<file path="config.mk">
export PLATFORM = sky130hd
export DESIGN_NAME = pkt_capture_buf
export DESIGN_NICKNAME = d
export VERILOG_FILES = /design/src/rtl/pkt_capture_buf.sv
export SDC_FILE = /design/constraint.sdc
export NUM_CORES = 1
export LEC_CHECK = 0
export CAP_MARGIN = 40
export CORE_MARGIN = 5
export CORE_UTILIZATION = 55
export CTS_CLUSTER_DIAMETER = 30
export DETAILED_ROUTE_END_ITERATION = 10
export PLACE_DENSITY = 0.77
export SYNTH_ARGS = -nofsm -noshare
export SYNTH_HDL_FRONTEND = slang
export SYNTH_SLANG_ARGS = --single-unit
export TNS_END_PERCENT = 5
</file>
<file path="constraint.sdc">
create_clock -name clk -period 2 [get_ports clk]
set_clock_uncertainty 0.1 [all_clocks]
set_input_delay 0.4 -clock clk [delete_from_list [all_inputs] [get_ports clk]]
set_output_delay 0.4 -clock clk [all_outputs]
set_load 0.03 [all_outputs]
</file>
<file path="src/rtl/pkt_capture_buf.sv">
// pkt_capture_buf
//
// Packet capture buffer. An incoming word stream is written sequentially
// into an internal dual-port RAM of 2^AW words x DW bits. A packet closes on
// an explicit last marker, or when the buffer fills if WRAP=0. The closed
// packet is then held for random-access readout until the consumer
// acknowledges it. With WRAP=1 the buffer is circular and keeps the most
// recent DEPTH words. It closes only on wr_last_i.
//
// Parameters
//   DW    data width in bits (>= 1)
//   AW    address width; DEPTH = 2^AW words (>= 2)
//   WRAP  0: close the packet on the DEPTH-th word; 1: circular overwrite
//
// Ports
//   clk         system clock; all logic is on the rising edge
//   rst         asynchronous, active-low reset
//   wr_en_i     write strobe; a word is accepted only in FILL
//   wr_data_i   write word
//   wr_last_i   qualifies wr_en_i: the accepted word is the last of the packet
//   pkt_ack_i   consumer release of the held packet (single-cycle pulse)
//   rd_en_i     read strobe
//   rd_addr_i   read address
//   rd_data_o   registered read data (1-cycle latency)
//   rd_valid_o  rd_data_o was updated this cycle
//   wr_addr_o   next write address
//   pkt_len_o   words written in the current packet, saturating at DEPTH
//   pkt_full_o  pkt_len_o == DEPTH
//   pkt_done_o  a packet is held (state HOLD)
//   overflow_o  sticky; a write was attempted while in HOLD

module pkt_capture_buf #(
  parameter int unsigned DW   = 8,
  parameter int unsigned AW   = 5,
  parameter bit          WRAP = 1'b0
) (
  input  logic          clk,
  input  logic          rst,
  input  logic          wr_en_i,
  input  logic [DW-1:0] wr_data_i,
  input  logic          wr_last_i,
  input  logic          pkt_ack_i,
  input  logic          rd_en_i,
  input  logic [AW-1:0] rd_addr_i,
  output logic [DW-1:0] rd_data_o,
  output logic          rd_valid_o,
  output logic [AW-1:0] wr_addr_o,
  output logic [AW:0]   pkt_len_o,
  output logic          pkt_full_o,
  output logic          pkt_done_o,
  output logic          overflow_o
);

  localparam int unsigned Depth = 1 << AW;
  localparam int unsigned LenW  = AW + 1;
  localparam logic [LenW-1:0] DepthLen = LenW'(Depth);

  typedef enum logic [0:0] {
    StFill,
    StHold
  } state_e;

  state_e          state_q, state_d;
  logic [AW-1:0]   wr_addr_q, wr_addr_d;
  logic [LenW-1:0] len_q, len_d;
  logic            ovf_q, ovf_d;
  logic [LenW-1:0] len_inc;
  logic            wr_accept;

  logic [DW-1:0]   mem_q [Depth];
  logic [DW-1:0]   rd_data_q;
  logic            rd_valid_q;

  // Next-state logic for the packet FSM and its write-side counters.
  always_comb begin
    state_d   = state_q;
    wr_addr_d = wr_addr_q;
    len_d     = len_q;
    ovf_d     = ovf_q;
    wr_accept = 1'b0;
    // The length saturates at DEPTH. This only matters in circular mode,
    // where writes continue past full.
    len_inc   = (len_q == DepthLen) ? len_q : len_q + LenW'(1);

    unique case (state_q)
      StFill: begin
        // pkt_ack_i is ignored here. Nothing is held, so there is nothing to release.
        if (wr_en_i) begin
          wr_accept = 1'b1;
          wr_addr_d = wr_addr_q + AW'(1);
          len_d     = len_inc;
          if (wr_last_i || (!WRAP && (len_inc == DepthLen))) begin
            state_d = StHold;
          end
        end
      end
      StHold: begin
        // The ack takes priority over a colliding write. The write is
        // dropped and is not counted as an overflow.
        if (pkt_ack_i) begin
          state_d   = StFill;
          wr_addr_d = '0;
          len_d     = '0;
          ovf_d     = 1'b0;
        end else if (wr_en_i) begin
          ovf_d = 1'b1;
        end
      end
      default: begin
        state_d = StFill;
      end
    endcase
  end

  always_ff @(posedge clk or negedge rst) begin
    if (!rst) begin
      state_q   <= StFill;
      wr_addr_q <= '0;
      len_q     <= '0;
      ovf_q     <= 1'b0;
    end else begin
      state_q   <= state_d;
      wr_addr_q <= wr_addr_d;
      len_q     <= len_d;
      ovf_q     <= ovf_d;
    end
  end

  // RAM write port. The storage is deliberately not reset.
  always_ff @(posedge clk) begin
    if (wr_accept) begin
      mem_q[wr_addr_q] <= wr_data_i;
    end
  end

  // RAM read port. Nonblocking update order gives read-before-write on a
  // same-address collision.
  always_ff @(posedge clk or negedge rst) begin
    if (!rst) begin
      rd_data_q  <= '0;
      rd_valid_q <= 1'b0;
    end else begin
      rd_valid_q <= rd_en_i;
      if (rd_en_i) begin
        rd_data_q <= mem_q[rd_addr_i];
      end
    end
  end

  // Every output comes from a register or is decoded from registered state.
  assign rd_data_o  = rd_data_q;
  assign rd_valid_o = rd_valid_q;
  assign wr_addr_o  = wr_addr_q;
  assign pkt_len_o  = len_q;
  assign pkt_full_o = (len_q == DepthLen);
  assign pkt_done_o = (state_q == StHold);
  assign overflow_o = ovf_q;

endmodule
</file>
# Word-level counts from Yosys, hierarchy flattened

Memory sizes are Yosys's and may differ from the RTL's. A register that Yosys moved wholly into a read port is not among the register bits.
Cells that the tools add are included.

Bits in read-only memories: 0
Logic and storage cells: 35
Register bits: 14
Memory bits (writable): 256
Bits in latches: 0
Memories: 1
Bits of input ports: 19
Output and inout port bits: 23

Memory list:

| name  | words | bits a word | read ports | clocked after memory_dff | wr ports | RTL line | source |
|---|---|---|---|---|---|---|---|
| mem_q | 32    | 8           | 1          | 1                        | 1        | 70       | `logic [DW-1:0] mem_q [Depth];` |

Muxes and demuxes: 17
Reductions and logical operators: 5
Equal/unequal tests: 4
$lt $le $gt $ge: 0
Add/sub/neg operators: 2
Bitwise logic cells: 1
Divide/modulo/power cells: 0
Shift operators: 0
Multipliers: 0

Operators by type and width:

| cell                                                           | number |
|---|---|
| 6-bit two-way mux                                              | 3 |
| 6-bit equality test (second input constant)                    | 2 |
| 6-bit case mux with 2 select lines                             | 1 |
| 5-bit two-way mux                                              | 2 |
| 5-bit case mux with 2 select lines                             | 1 |
| 1-bit two-way mux                                              | 9 |
| 6-bit by 1-bit adder with 6-bit output (second input constant) | 1 |
| 5-bit by 1-bit adder with 5-bit output (second input constant) | 1 |
| 2-bit != test (second input constant)                          | 2 |
| 2-bit AND reduction                                            | 2 |
| 1-bit case mux with 2 select lines                             | 1 |
| 2-bit nonzero test                                             | 1 |
| 1-bit zero test                                                | 1 |
| 1-bit logical OR                                               | 1 |
| 1-bit inverter                                                 | 1 |

# Depth between registers and ports, before layout

Gate-level depths: netlist (run 1).

Depth in word-level cells: 7
Depth in mapped cells: 7
Mapped depth without buffers: 7

# Least setup slack after synthesis (run 1)

OpenSTA, ideal clock, no wires.

Path kind: register to register
From: reg len_q[0] (netlist: pkt_len_o[0])
To: reg state_q (netlist: pkt_done_o)
Cell stages (with the launch flop): 8
Clock period less this slack: 2.195 ns
Arrival time: 1.963 ns
Setup time: 0.132 ns
Data required time: 1.768 ns
Path buffers: 0
Slack: -0.195 ns
Cells stage by stage: dfrtp_1 inv_1 ha_1 nand2_1 nor4_4 mux2_1 a41oi_1 o22ai_1

Longest elaborated chain between the ends: 7
Elaborated cells between the ends (all ways): 8
Classes of those cells: add/sub: 1; eq/ne: 2; mux: 4; reduce/logical: 1

Ends and longest elaborated chain:

| what                               | RTL line | source |
|---|---|---|
| start: declaration                 | 65       | `logic [LenW-1:0] len_q, len_d;` |
| start signal: assignment           | 124      | `len_q <= len_d;` |
| 6-bit equality test                | -        |  |
| via pkt_full_o                     | 49       | `output logic pkt_full_o,` |
| 6-bit two-way mux                  | 83       | `len_inc = (len_q == DepthLen) ? len_q : len_q + LenW'(1);` |
| 6-bit equality test                | 92       | `if (wr_last_i \|\| (!WRAP && (len_inc == DepthLen))) begin` |
| 1-bit logical OR                   | 92       |  |
| 1-bit two-way mux                  | 92       |  |
| 1-bit two-way mux                  | 88       | `if (wr_en_i) begin` |
| 1-bit case mux with 2 select lines | 85       | `unique case (state_q)` |
| via state_d                        | 63       | `state_e state_q, state_d;` |
| end signal: assignment             | 117      | `state_q <= StFill;` |
| end signal: assignment             | 122      | `state_q <= state_d;` |
| end: declaration                   | 63       |  |

The timed path passes the listed nets, and every way through them passes these cells.
A chain may end at the register's enable or synchronous reset.

# Worst setup path in the final report (run 1)

From: reg len_q[0] (netlist: pkt_len_o[0])
To: out pkt_full_o

Longest elaborated chain between the ends: 1

Ends and longest elaborated chain:

| what                | RTL line | source |
|---|---|---|
| 6-bit equality test | 155      | `assign pkt_full_o = (len_q == DepthLen);` |
| end: declaration    | 49       |  |

Every way passes these cells.

==> run metrics, run 1 <==
# H-tree levels 2; drt via density 6.00; WP data required 1.50 ns; routability cong. 0.912; Final Max Tran Viols 0; Post-Syn Nets 697; initial cell density of the core 55.6%; pin count of the biggest net entering global routing 33; outcome complete, but fails checks; Fillers 1255; first-pass GRT wire length 40500 µm; sequential fraction of the synthesis area 73.7%; Synth Register Bits 278; unrepaired setup endpoints after global routing yes; Synth area leader edfxtp_1; CP max stage delay 0.45 ns; Synth Warn # 0; Area growth, synth to finish 24.5%; via count 6643; Overflow after GRT 0; worst skew pair latency 0.53 ns; critical path peak fanout 7; final setup margin -0.155 ns; Final Net Count 826; relative slew slack 69.7%; clock transition at the registers of the reported paths 0.06 ns; async set-reset flop share out of synthesis 7.91%; Mapped Area 11200 µm²; Final Power 15500 µW; DRT iter0 DRCs 720; fmax 464 MHz; failing checks negative setup slack; die height 153 µm; Final min period 2.16 ns; crit path capture type primary output; measured slew at the worst slew-check pin 0.453 ns; Synth top area share 68.7%; # rows 52; initial antenna violation count 0; most common library cells after synthesis 256 x edfxtp_1, 128 x mux2i_1, 64 x a22oi_1; Avg Inst Size Synth 16.6 µm²; Max Buffers Root-to-Sink 3; static leakage 0.00514 µW; synth top area cells edfxtp_1 69%, mux2i_1 11%, dfrtp_1 4.9%; cells along the critical path inv_2 > ha_4 > nand2_4 > nor4_4 > buf_4; Max VDD drop 715 µV; hold crit path type in2async; slowest CP cell dfrtp_2; die width 153 µm; final setup fails 2; vias in the first global route 6737; layout cell share with drive strength beyond 1 22.1%; cts bufs inserted 44; crit path kind reg2out; core area 20100 µm²; Ports 42; detailed-route DRC error count 0; Final ANT Viol Nets 0; max-cap violations 0; drt wl/cell 23.8 µm; drt pass-1 iters 5; ant diodes 0; total wire length 26300 µm; post-DP HPWL 16400 µm; final hold vios 0; TritonCTS clock tree built; Critical Path AT 1.66 ns; final worst path period share 108%; Total GRT Usage 22.7%; IO buf count 41; Clock Tree Root clkbuf_16; startpoint types flop; final hold slack 0.146 ns; Post-synth EDFFs 256; top-count cell post-synth edfxtp_1; die area 23300 µm²; pwr dens 1110 nW/µm²; Setup TNS -0.157 ns; Hold-fix buffers, CTS 0; Post-Syn Instances 672; Netlist cell types 38; CTS sink count 278; prevailing post-synth register cell edfxtp_1
## per-layer routing
metal  GRT usage (%)  routed length, µm  up-vias
met4            5.94                507        0
met5               0                  0        -
li1                -                  -     2913
met1            30.4              10200     3326
met3            4.57               2270       43
met2            38.5              13400      361
## area by class of cell
class | count | area [µm²] | share of cell area [%]
tap | 270 | 338 | 2.43
timing repair buffer | 120 | 1120 | 8.02
multi-input combinational | 352 | 2750 | 19.8
inverter | 5 | 18.8 | 0.135
clock buffer | 52 | 1170 | 8.43
clock inverter | 30 | 284 | 2.04
sequential | 278 | 8240 | 59.2
## critical path, delay by kind of cell, from the launching register on
family | cells | cell delay [ns]
DFF | 1 | 0.45
adders and majority gates | 1 | 0.15
and+or+nand+nor | 2 | 0.23
buffers and inverters | 2 | 0.30
## worst paths after layout
kind	start	end	slack, ns	cells after the start
max	pkt_len_o[0]$_DFFE_PN0P_	pkt_full_o	-0.16	5
min	rst	rd_data_o[2]$_DFFE_PN0P_	0.15	2
max reg2reg	pkt_len_o[0]$_DFFE_PN0P_	pkt_done_o$_DFF_PN0_	0.13	8
min reg2reg	overflow_o$_DFFE_PN0P_	overflow_o$_DFFE_PN0P_	0.43	2
max in group asynchronous	rst	pkt_len_o[0]$_DFFE_PN0P_	1.37	2
min in group clk	overflow_o$_DFFE_PN0P_	overflow_o$_DFFE_PN0P_	0.43	2
## report_power, final
group | internal (µW) | switching [µW]
logic | 585 | 912
registers | 6560 | 159
clock network | 4550 | 2690
total | 11700 | 3760
## kinds of logic (layout without fill, tap and decap cells)
kind of cell               count (synthesis)  after routing  share of synthesized area, %
AOI/OAI and AO/OA                        118            118                          6.94
xor gates and xnor gates                   4              4                         0.313
adders and majority gates                  6              6                         0.671
buffers and inverters                     42            207                          2.19
DFF                                      278            278                          73.7
muxes                                    138            138                          12.5
and+or+nand+nor                           86             86                          3.75
## cell usage in the layout, fill, tap and decap left out, types with 2 or more instances in the layout
cell type	count
inv_8	2
nor4_1	8
ha_1	5
buf_4	68
clkinv_4	6
edfxtp_1	256
nand3b_1	3
a22oi_1	64
a21oi_1	37
or3b_2	2
dlygate4sd2_1	20
nand2b_1	3
inv_1	3
nand2_1	12
clkbuf_2	2
a22o_1	3
inv_2	2
clkbuf_16	46
clkinv_8	2
nor2b_2	2
clkinv_1	2
buf_12	12
mux2_2	9
clkdlybuf4s50_1	17
nor2_1	36
bufinv_16	2
inv_6	5
o21ai_0	9
nor2_2	4
xor2_1	3
dfrtp_1	20
clkbuf_1	6
nand3_1	5
mux2i_1	128
clkinvlp_4	4
dfrtp_2	2
and3_1	2
clkinv_2	7
## state kept, by name, indices dropped and copies added (netlist names)
register,count
overflow_o,1
rd_data_o,8
pkt_done_o,1
pkt_len_o,6
mem_q,256
rd_valid_o,1
wr_addr_o,5
## through the flow
| stage | util [%] | cell area [µm²] | cells | worst slack, ns |
|---|---|---|---|---|
| 4_1_cts | 69.3 | 13900 | 1107 | -0.175 |
| 6_report | 69.3 | 13900 | 1107 | -0.155 |
| 3_3_place_gp | 62.1 | 12500 | 1024 | -0.354 |
| 3_5_place_dp | 62.1 | 12500 | 1024 | -0.411 |
| 5_1_grt | 69.3 | 13900 | 1107 | -0.242 |
| 2_1_floorplan | - | 11200 | 672 | -0.0990 |
## timing repair
item	4_1_cts	5_1_grt
pin swaps	1	0
endpoints found under the setup margin	23	4
endpoints found under the hold margin	0	0
resized for setup	24	3
buffers inserted	1	0
Power figures use the tool's default switching activity.
==> inputs of run 2 (changes only) <==
Settings changed: SLEW_MARGIN from default to 30.
==> results of run 2 <==
No change in the layout: final DEF, timing and power equal those of run 1.
